## config.mk

```make
export PLATFORM = sky130hd
export DESIGN_NAME = ac97_frame_tx_flat
export DESIGN_NICKNAME = d
export VERILOG_FILES = /design/src/rtl/ac97_frame_tx_if.sv /design/src/rtl/ac97_frame_tx.sv /design/src/flat_wrapper.sv
export SDC_FILE = /design/constraint.sdc
export NUM_CORES = 1
export LEC_CHECK = 0
export BUFFER_PORTS_ARGS = -buffer_cell sky130_fd_sc_hd__clkbuf_2
export CAP_MARGIN = 30
export CORE_AREA = 2 2 103 105
export DETAILED_ROUTE_END_ITERATION = 8
export DIE_AREA = 0 0 105 107
export PLACE_DENSITY = 0.8
export SKIP_LAST_GASP = 1
export SLEW_MARGIN = 30
export SYNTH_ARGS = -nofsm -noshare
export SYNTH_HDL_FRONTEND = slang
export SYNTH_SLANG_ARGS = --single-unit
```

## constraint.sdc

```tcl
create_clock -name I_CLK -period 3.06 [get_ports I_CLK]
set_input_delay 0.612 -clock I_CLK [delete_from_list [all_inputs] [get_ports I_CLK]]
set_output_delay 0.612 -clock I_CLK [all_outputs]
set_load 0.005 [all_outputs]
```

## src/rtl/ac97_frame_tx_if.sv

```systemverilog
// Mixer-side bundle of the AC'97 transmitter: PCM samples, codec command request and the serial pins.
// Master drives the request side; slave is the frame transmitter.
interface ac97_frame_tx_if #(
    parameter int SAMPLE_WIDTH = 20
) ();
    logic                    I_CODEC_READY;
    logic [SAMPLE_WIDTH-1:0] I_LEFT_SAMPLE;
    logic [SAMPLE_WIDTH-1:0] I_RIGHT_SAMPLE;
    logic                    I_CMD_VALID;
    logic                    I_CMD_WRITE;
    logic [6:0]              I_CMD_ADDR;
    logic [15:0]             I_CMD_DATA;
    logic                    O_CMD_READY;
    logic                    O_SYNC;
    logic                    O_SDATA_OUT;
    logic                    O_FRAME_STROBE;

    modport master (
        output I_CODEC_READY, I_LEFT_SAMPLE, I_RIGHT_SAMPLE,
        output I_CMD_VALID, I_CMD_WRITE, I_CMD_ADDR, I_CMD_DATA,
        input  O_CMD_READY, O_SYNC, O_SDATA_OUT, O_FRAME_STROBE
    );

    modport slave (
        input  I_CODEC_READY, I_LEFT_SAMPLE, I_RIGHT_SAMPLE,
        input  I_CMD_VALID, I_CMD_WRITE, I_CMD_ADDR, I_CMD_DATA,
        output O_CMD_READY, O_SYNC, O_SDATA_OUT, O_FRAME_STROBE
    );
endinterface

```

## src/rtl/ac97_frame_tx.sv

```systemverilog
// AC'97 SDATA_OUT/SYNC frame builder: one optional codec command plus a stereo sample per 256-bit frame.
// Outputs registered, one bit per BIT_CLK; a command waits in a one-deep holding reg (ready low) until sent.
module ac97_frame_tx #(
    parameter int SAMPLE_WIDTH = 20,
    parameter int STROBE_BIT   = 0
) (
    input  logic              I_CLK,
    input  logic              I_RESET_L,
    ac97_frame_tx_if.slave    bus
);
    // cnt_q is the index of the frame bit presented by the next edge.
    logic [7:0]              cnt_q, cnt_d;
    logic                    cr_q, cr_d;
    logic                    ld_q, ld_d;
    logic                    fwr_q, fwr_d;
    logic [6:0]              faddr_q, faddr_d;
    logic [15:0]             fdata_q, fdata_d;
    logic [SAMPLE_WIDTH-1:0] left_q, left_d;
    logic [SAMPLE_WIDTH-1:0] right_q, right_d;
    logic                    hfull_q, hfull_d;
    logic                    hwr_q, hwr_d;
    logic [6:0]              haddr_q, haddr_d;
    logic [15:0]             hdata_q, hdata_d;
    logic                    rdy_q, rdy_d;
    logic                    sync_q, sync_d;
    logic                    sdata_q, sdata_d;
    logic                    strobe_q, strobe_d;
    logic [19:0]             l20, r20;

    always_comb begin
        cnt_d    = cnt_q + 8'd1;
        cr_d     = cr_q;
        ld_d     = ld_q;
        fwr_d    = fwr_q;
        faddr_d  = faddr_q;
        fdata_d  = fdata_q;
        left_d   = left_q;
        right_d  = right_q;
        hfull_d  = hfull_q;
        hwr_d    = hwr_q;
        haddr_d  = haddr_q;
        hdata_d  = hdata_q;
        sdata_d  = 1'b0;
        l20      = '0;
        r20      = '0;

        // Frame start: the load decision uses the holding reg as it was before this edge's accept.
        if (cnt_q == 8'd0) begin
            cr_d    = bus.I_CODEC_READY;
            left_d  = bus.I_LEFT_SAMPLE;
            right_d = bus.I_RIGHT_SAMPLE;
            ld_d    = hfull_q & bus.I_CODEC_READY;
            if (ld_d) begin
                fwr_d   = hwr_q;
                faddr_d = haddr_q;
                fdata_d = hdata_q;
                hfull_d = 1'b0;
            end
        end

        if (bus.I_CMD_VALID && rdy_q) begin
            hfull_d = 1'b1;
            hwr_d   = bus.I_CMD_WRITE;
            haddr_d = bus.I_CMD_ADDR;
            hdata_d = bus.I_CMD_DATA;
        end

        rdy_d    = ~hfull_d;
        sync_d   = (cnt_q < 8'd16);
        strobe_d = (cnt_q == 8'(STROBE_BIT));

        l20 = 20'(left_d)  << (20 - SAMPLE_WIDTH);
        r20 = 20'(right_d) << (20 - SAMPLE_WIDTH);

        if (cnt_q == 8'd0)
            sdata_d = cr_d;
        else if (cnt_q == 8'd1)
            sdata_d = ld_d;
        else if (cnt_q == 8'd2)
            sdata_d = ld_d & fwr_d;
        else if (cnt_q == 8'd3 || cnt_q == 8'd4)
            sdata_d = cr_d;
        else if (cnt_q == 8'd16)
            sdata_d = ld_d & ~fwr_d;
        else if (cnt_q >= 8'd17 && cnt_q <= 8'd23)
            sdata_d = ld_d & faddr_d[3'(8'd23 - cnt_q)];
        else if (cnt_q >= 8'd36 && cnt_q <= 8'd51)
            sdata_d = ld_d & fwr_d & fdata_d[4'(8'd51 - cnt_q)];
        else if (cnt_q >= 8'd56 && cnt_q <= 8'd75)
            sdata_d = cr_d & l20[5'(8'd75 - cnt_q)];
        else if (cnt_q >= 8'd76 && cnt_q <= 8'd95)
            sdata_d = cr_d & r20[5'(8'd95 - cnt_q)];
    end

    always_ff @(posedge I_CLK or negedge I_RESET_L) begin
        if (!I_RESET_L) begin
            cnt_q    <= '0;
            cr_q     <= 1'b0;
            ld_q     <= 1'b0;
            fwr_q    <= 1'b0;
            faddr_q  <= '0;
            fdata_q  <= '0;
            left_q   <= '0;
            right_q  <= '0;
            hfull_q  <= 1'b0;
            hwr_q    <= 1'b0;
            haddr_q  <= '0;
            hdata_q  <= '0;
            rdy_q    <= 1'b1;
            sync_q   <= 1'b0;
            sdata_q  <= 1'b0;
            strobe_q <= 1'b0;
        end else begin
            cnt_q    <= cnt_d;
            cr_q     <= cr_d;
            ld_q     <= ld_d;
            fwr_q    <= fwr_d;
            faddr_q  <= faddr_d;
            fdata_q  <= fdata_d;
            left_q   <= left_d;
            right_q  <= right_d;
            hfull_q  <= hfull_d;
            hwr_q    <= hwr_d;
            haddr_q  <= haddr_d;
            hdata_q  <= hdata_d;
            rdy_q    <= rdy_d;
            sync_q   <= sync_d;
            sdata_q  <= sdata_d;
            strobe_q <= strobe_d;
        end
    end

    assign bus.O_CMD_READY    = rdy_q;
    assign bus.O_SYNC         = sync_q;
    assign bus.O_SDATA_OUT    = sdata_q;
    assign bus.O_FRAME_STROBE = strobe_q;
endmodule

```

## src/flat_wrapper.sv

```systemverilog
// flat-port wrapper written by rule: the top's interface ports become plain ports
module ac97_frame_tx_flat 
#(
    parameter int SAMPLE_WIDTH = 20,
    parameter int STROBE_BIT   = 0
)
  (I_CLK, I_RESET_L, bus_I_CODEC_READY, bus_I_LEFT_SAMPLE, bus_I_RIGHT_SAMPLE, bus_I_CMD_VALID, bus_I_CMD_WRITE, bus_I_CMD_ADDR, bus_I_CMD_DATA, bus_O_CMD_READY, bus_O_SYNC, bus_O_SDATA_OUT, bus_O_FRAME_STROBE);
  ac97_frame_tx_if #(.SAMPLE_WIDTH(SAMPLE_WIDTH)) bus_i ();
  input  logic I_CLK;
  input  logic I_RESET_L;
  input wire logic [$bits(bus_i.I_CODEC_READY)-1:0] bus_I_CODEC_READY;
  input wire logic [$bits(bus_i.I_LEFT_SAMPLE)-1:0] bus_I_LEFT_SAMPLE;
  input wire logic [$bits(bus_i.I_RIGHT_SAMPLE)-1:0] bus_I_RIGHT_SAMPLE;
  input wire logic [$bits(bus_i.I_CMD_VALID)-1:0] bus_I_CMD_VALID;
  input wire logic [$bits(bus_i.I_CMD_WRITE)-1:0] bus_I_CMD_WRITE;
  input wire logic [$bits(bus_i.I_CMD_ADDR)-1:0] bus_I_CMD_ADDR;
  input wire logic [$bits(bus_i.I_CMD_DATA)-1:0] bus_I_CMD_DATA;
  output wire logic [$bits(bus_i.O_CMD_READY)-1:0] bus_O_CMD_READY;
  output wire logic [$bits(bus_i.O_SYNC)-1:0] bus_O_SYNC;
  output wire logic [$bits(bus_i.O_SDATA_OUT)-1:0] bus_O_SDATA_OUT;
  output wire logic [$bits(bus_i.O_FRAME_STROBE)-1:0] bus_O_FRAME_STROBE;
  assign bus_i.I_CODEC_READY = bus_I_CODEC_READY;
  assign bus_i.I_LEFT_SAMPLE = bus_I_LEFT_SAMPLE;
  assign bus_i.I_RIGHT_SAMPLE = bus_I_RIGHT_SAMPLE;
  assign bus_i.I_CMD_VALID = bus_I_CMD_VALID;
  assign bus_i.I_CMD_WRITE = bus_I_CMD_WRITE;
  assign bus_i.I_CMD_ADDR = bus_I_CMD_ADDR;
  assign bus_i.I_CMD_DATA = bus_I_CMD_DATA;
  assign bus_O_CMD_READY = bus_i.O_CMD_READY;
  assign bus_O_SYNC = bus_i.O_SYNC;
  assign bus_O_SDATA_OUT = bus_i.O_SDATA_OUT;
  assign bus_O_FRAME_STROBE = bus_i.O_FRAME_STROBE;
  ac97_frame_tx #(.SAMPLE_WIDTH(SAMPLE_WIDTH), .STROBE_BIT(STROBE_BIT)) u_core (.I_CLK(I_CLK), .I_RESET_L(I_RESET_L), .bus(bus_i));
endmodule
```

==> Yosys cells after proc, flatten, opt, wreduce, memory -nomap -nowiden <==
Cells that the tools add are included.
{ "word_totals": {"reg_bits": 103, "latch_bits": 0, "mem_bits_rw": 0, "rom_bits": 0, "out_inout_bits": 4, "word_cells": 85, "mem_count": 0} }
{ "classes": {"n_addsub": 5, "multipliers": 0, "div": 0, "magnitude_cmp": 13, "eq_ne": 5, "shifts": 0, "n_mux": 30, "n_bitwise": 9, "n_reduce_logical": 7} }
{ "op_table": {"columns": ["op", "count"], "rows": [
  ["20-bit two-way mux", 2],
  ["16-bit two-way mux", 2],
  ["1-bit two-way mux", 20],
  ["8-bit by 2-bit equality test with 1-bit output, second input constant", 2],
  ["8-bit by 6-bit greater-or-equal comparator with 1-bit output, second input constant", 2],
  ["8-bit by 7-bit <= comparator with 1-bit output, second input constant", 2],
  ["7-bit two-way mux", 2],
  ["5-bit by 6-bit < comparator with 1-bit output, second input constant", 2],
  ["1-bit binary-select mux with 5-bit select", 2],
  ["8-bit by 1-bit adder with 8-bit output, second input constant", 1],
  ["8-bit by 1-bit equality test with 1-bit output, second input constant", 1],
  ["8-bit by 3-bit equality test with 1-bit output, second input constant", 1],
  ["8-bit by 5-bit equality test with 1-bit output, second input constant", 1],
  ["8-bit by 5-bit greater-or-equal comparator with 1-bit output, second input constant", 1],
  ["8-bit by 7-bit greater-or-equal comparator with 1-bit output, second input constant", 1],
  ["8-bit by 5-bit <= comparator with 1-bit output, second input constant", 1],
  ["8-bit by 6-bit <= comparator with 1-bit output, second input constant", 1],
  ["8-bit logical NOT", 1],
  ["8-bit by 5-bit < comparator with 1-bit output, second input constant", 1],
  ["1-bit bitwise AND", 7],
  ["1-bit logical AND", 5],
  ["4-bit by 5-bit < comparator with 1-bit output, second input constant", 1],
  ["4-bit by 5-bit subtractor with 5-bit output, first input constant", 1],
  ["5-bit subtractor, first input constant", 1],
  ["other kinds (7)", 8]
]} }

==> Longest topological paths before layout <==
{ "logic_depth": {"depth_word": 14, "depth_mapped": 13} }

==> Worst setup path before layout <==
No wires, ideal clock.
{ "synth_path": {"kind": "register to register", "from": "register u_core.cnt_q[0]", "to": "register u_core.sdata_q, in the netlist u_core.bus.O_SDATA_OUT", "setup_ns": 0.133, "arrival_ns": 2.999, "slack_ns": -0.073, "stages_incl_launch_ff": 12, "period_less_slack_ns": 3.133, "cell_sequence": "dfrtp_1 inv_1 clkbuf_1 ha_1 nand4bb_4 nor3_4 buf_6 mux2_4 mux4_2 o211a_1 o31ai_1 a31oi_1"} }
{ "synth_rtl": {"columns": ["item", "line", "source"], "rows": [
  ["start: declaration", "ac97_frame_tx.sv:12", "logic [7:0] cnt_q, cnt_d;"],
  ["start signal: assignment", "ac97_frame_tx.sv:114", "cnt_q <= cnt_d;"],
  ["8-bit logical NOT", "ac97_frame_tx.sv:48", "if (cnt_q == 8'd0) begin"],
  ["7-bit two-way mux", "ac97_frame_tx.sv:48", null],
  ["via u_core.faddr_d[0]", "ac97_frame_tx.sv:16", "logic [6:0] faddr_q, faddr_d;"],
  ["1-bit binary-select mux with 3-bit select", "ac97_frame_tx.sv:86", "sdata_d = ld_d & faddr_d[3'(8'd23 - cnt_q)];"],
  ["1-bit two-way mux (not written as such)", "ac97_frame_tx.sv:86", null],
  ["1-bit bitwise AND", "ac97_frame_tx.sv:86", null],
  ["1-bit two-way mux", "ac97_frame_tx.sv:85", "else if (cnt_q >= 8'd17 && cnt_q <= 8'd23)"],
  ["1-bit two-way mux", "ac97_frame_tx.sv:83", "else if (cnt_q == 8'd16)"],
  ["1-bit two-way mux", "ac97_frame_tx.sv:81", "else if (cnt_q == 8'd3 || cnt_q == 8'd4)"],
  ["1-bit two-way mux", "ac97_frame_tx.sv:79", "else if (cnt_q == 8'd2)"],
  ["1-bit two-way mux", "ac97_frame_tx.sv:77", "else if (cnt_q == 8'd1)"],
  ["1-bit two-way mux", "ac97_frame_tx.sv:75", "if (cnt_q == 8'd0)"],
  ["via u_core.sdata_d", "ac97_frame_tx.sv:26", "logic sdata_q, sdata_d;"],
  ["end signal: assignment", "ac97_frame_tx.sv:128", "sdata_q <= sdata_d;"],
  ["end: declaration", "ac97_frame_tx.sv:26", null]
]} }
The timed path passes the listed nets, and every way through them passes these cells. The select of a mux whose other input is x is not followed.
A chain may end at the register's enable or synchronous reset.

==> Final worst setup path <==
{ "layout_path": {"from": "register u_core.cnt_q[3]", "to": "register u_core.sdata_q, in the netlist u_core.bus.O_SDATA_OUT"} }
The elaborated chain is that of the path after synthesis.

==> flow_metrics.py <==
metrics = {
    "logic_synthesis": {
        "synthArstFlopShare_pct": 100,
        "muxShareOfSynthArea_pct": 20.1,
        "synth_top_family_by_area": "multiplexers",
        "ys.flop_type": "dfrtp_1",
        "yosysWarningCount": 0,
        "synth_xor_xnor_area_share_pct": 1.23,
        "synth_fa_ha_area_share_pct": 2.25,
        "synthSimpleGateAreaFrac_pct": 12.1,
        "syn_area_per_cell_um2": 12.1,
        "syn_nets": 491,
        "synth-edff-count": 0,
        "synth_cells": 414,
        "synth-seq-area-share_pct": 51.6,
        "ys_types": 63,
        "synth_compound_area_share_pct": 9.13,
        "synth_area_um2": 5000,
        "synth-seq-cells": 103,
    },
    "cts": {
        "post_cts_buffers": 0,
        "h-tree-depth": 3,
        "cts_tree": "done",
        "cts_buffers": 9,
        "clkTransAtPathRegs_ps": 100,
        "clockRootBuffer": "clkbuf_8",
        "clk_path_buf_depth": 2,
        "clkLatencyLatePin_ps": 390,
        "cts.sinks": 103,
    },
    "die": {
        "start_util_pct": 49.5,
        "die_area_um2": 11200,
        "num_io_pins": 72,
        "rows": 37,
        "die_w_um": 105,
        "coreArea_um2": 10100,
        "chipHeight_um": 107,
    },
    "critical_path": {
        "path_cells": "inv_1 > ha_1 > nand4bb_4 > nor3_4 > mux2_2 > mux4_2 > o211a_1 > o31ai_1 > a31oi_1",
        "worstPathRequired_ps": 3320,
        "cpPeakStageDelay_ps": 470,
        "r2r_end": "u_core.bus.O_SDATA_OUT",
        "r2r_cells": 9,
        "r2r-start": "u_core.cnt_q[3]",
        "rrSetupSlack_ps": 150,
        "crit_type": "reg -> reg",
        "crit_fanout": 7,
        "cp_slowest_cell": "mux4_2",
        "crit_path_start_kind": "flip-flop",
        "crit_path_end_kind": "flip-flop",
        "cp.arrival_ps": 3170,
    },
    "global_routing": {
        "antenna_found_initial": 0,
        "grt_max_degree": 65,
        "grt_use_total_pct": 21.6,
        "grt_pass1_vias": 3790,
        "grt_pass1_wl_um": 19000,
        "grt_overflow": 0,
    },
    "timing": {
        "slew_headroom_pct": 63.2,
        "skew_ps": 8.84,
        "period_needed_ps": 2910,
        "setup_viol": 0,
        "finalSetupTns_ps": 0,
        "period_share_pct": 95.0,
        "max_freq_mhz": 344,
        "hold_viol": 0,
        "slew_violations": 0,
        "worst_pin_slew_ps": 538,
    },
    "final_layout": {
        "postLayoutCellArea_um2": 5760,
        "areaGrowthSynthToFinish_pct": 15.2,
        "drive_above_1_share_pct": 37.3,
        "post-route-util_pct": 57.1,
        "fillers": 886,
        "diodes": 0,
        "nNetsFinal": 571,
        "final_cells": 635,
    },
    "drt": {
        "route.detailed.drc": 0,
        "routed_wl_um": 11400,
        "antenna_left": 0,
        "initialDrtViolationCount": 215,
        "vias_per_cell": 5.74,
        "dr.pass1.iters": 4,
        "wl_per_cell_um": 18.0,
        "vias": 3647,
    },
    "placement": {
        "dp_hpwl_um": 8450,
        "place.gp.congestion": 0.919,
        "port_buffers": 71,
        "dpl-instance-area_um2": 5560,
        "dp.cells": 619,
    },
    "pwr": {
        "power_leakage_uw": 0.00265,
        "ir_drop_mv": 0.356,
        "switchingPower_uw": 714,
        "clkPwrFrac_pct": 31.5,
        "seqPwrFrac_pct": 59.4,
        "power.density_nw_per_um2": 467,
        "sw_frac_of_total_pct": 26.5,
        "combPwrFrac_pct": 9.1,
        "p_int_uw": 1970,
    },
    "flow_run": {
        "maxCapViolations": 0,
    },
    "hold_path": {
        "hp-class": "in -> async",
    },
    "outcome": {
        "outcome": "finished clean",
    },
}
[power groups by stage]
stage          clock network, uW  registers, uW  logic (uW)
6_report                     847           1600         243
5_1_grt                      922           1620         272
4_1_cts                      864           1600         249
3_5_place_dp                   0           1620         248
3_3_place_gp                   0           1610         233
2_1_floorplan                  0           1580         148
[cells in the mapped netlist, drive strengths merged, types with 3 or more instances]
library cell | instances | area [um2]
ha | 9 | 113
nand3 | 25 | 125
clkbuf | 11 | 41.3
inv | 12 | 45.0
o22ai | 4 | 25.0
dfrtp | 102 | 2550
nor2 | 16 | 62.6
o32ai | 3 | 26.3
a2111oi | 3 | 26.3
mux4 | 8 | 180
a31oi | 3 | 18.8
xor2 | 3 | 26.3
xnor2 | 4 | 35.0
nand4 | 6 | 37.5
a21oi | 3 | 15.0
buf | 10 | 88.8
nor3 | 3 | 26.3
nand2b | 7 | 43.8
a31o | 3 | 26.3
mux2 | 71 | 807
o21ai | 15 | 75.1
nand2 | 51 | 199
[worst max-delay path, delay by kind of cell (launching register included)]
kind	cells	cell delay [ps]
simple gates	2	490
flops	1	390
buf+inv	1	120
mux	2	870
compound gates	3	660
fa+ha+maj	1	270
[sequential cells by signal, indices dropped and copies added, names as in the netlist]
register                   count
u_core.bus.O_CMD_READY         1
u_core.bus.O_FRAME_STROBE      1
u_core.bus.O_SDATA_OUT         1
u_core.bus.O_SYNC              1
u_core.cnt_q                   8
u_core.cr_q                    1
u_core.faddr_q                 7
u_core.fdata_q                16
u_core.fwr_q                   1
u_core.haddr_q                 7
u_core.hdata_q                16
u_core.hfull_q                 1
u_core.hwr_q                   1
u_core.ld_q                    1
u_core.left_q                 20
u_core.right_q                20
[logic make-up (layout without fill, tap and decap cells)]
group                      count (synthesis)  after routing
and+or+nand+nor                          119            119
DFF                                      103            103
AOI/OAI and AO/OA                         61             61
adders and majority gates                  9              9
buffers and inverters                     34            119
muxes                                     81             81
xor gates and xnor gates                   7              7
[final cells by class]
class                           count  area, um2  area share (%)
Clock buffer                        9        124            2.15
Clock inverter                      7       73.8            1.28
Inverter                           13       48.8           0.847
Multi-Input combinational cell    277       2250            39.0
Sequential cell                   103       2580            44.8
Tap cell                          136        170            2.96
Timing Repair Buffer               90        517            8.97
[what timing repair did]
item                                   in CTS  in global routing
gates resized for setup                     0                  2
hold buffers                                0                  0
endpoints found under the hold margin       0                  0
setup endpoints to repair                   0                  1
[routing by layer]
layer / part of all wire [%] / routed length [um] / vias to the layer above / GRT usage, %
met5: 0 / 0 / - / 0
met4: 2.0 / 225 / 0 / 8.48
met3: 5.6 / 641 / 22 / 3.89
met2: 49 / 5560 / 151 / 34.8
met1: 44 / 5010 / 1807 / 29.3
li1: - / - / 1667 / -
[placed cells by master, fill, tap and decap left out, types with 3 or more instances in the layout]
cell | synthesis | routed
clkbuf_2 | 0 | 70
xnor2_1 | 4 | 4
xor2_1 | 3 | 3
a31oi_1 | 3 | 3
nand2_1 | 50 | 50
mux4_2 | 8 | 8
mux2_2 | 58 | 58
ha_1 | 9 | 8
nor2_1 | 15 | 15
nand4_1 | 6 | 6
mux2_1 | 11 | 11
o21ai_0 | 14 | 14
clkbuf_8 | 0 | 9
nand3_1 | 25 | 25
inv_1 | 12 | 12
o32ai_1 | 3 | 3
a21oi_1 | 3 | 3
dfrtp_1 | 102 | 102
o22ai_1 | 4 | 4
buf_4 | 2 | 18
nand2b_1 | 7 | 7
[worst max path at each step]
| stage | start | end | slack (ps) | depth (start not counted) |
|---|---|---|---|---|
| after global placement | u_core.cnt_q[3] | u_core.bus.O_SDATA_OUT | 230 | 9 |
| after detailed placement | u_core.cnt_q[3] | u_core.bus.O_SDATA_OUT | 150 | 10 |
| final | u_core.cnt_q[3] | u_core.bus.O_SDATA_OUT | 150 | 9 |
| after CTS | u_core.cnt_q[3] | u_core.bus.O_SDATA_OUT | 120 | 10 |
| after global routing | u_core.cnt_q[3] | u_core.bus.O_SDATA_OUT | -30 | 11 |
| after floorplan | u_core.cnt_q[0] | u_core.bus.O_SDATA_OUT | 130 | 11 |
[per-stage QoR]
step / setup slack, ps / hold WS (ps) / power, uW
floorplan: 129 / 316 / 1730
global placement: 232 / 453 / 1850
detailed placement: 148 / 464 / 1870
CTS: 121 / 207 / 2710
global route: -30.4 / 231 / 2810
finish: 153 / 192 / 2690
Power figures use the tool's default switching activity.
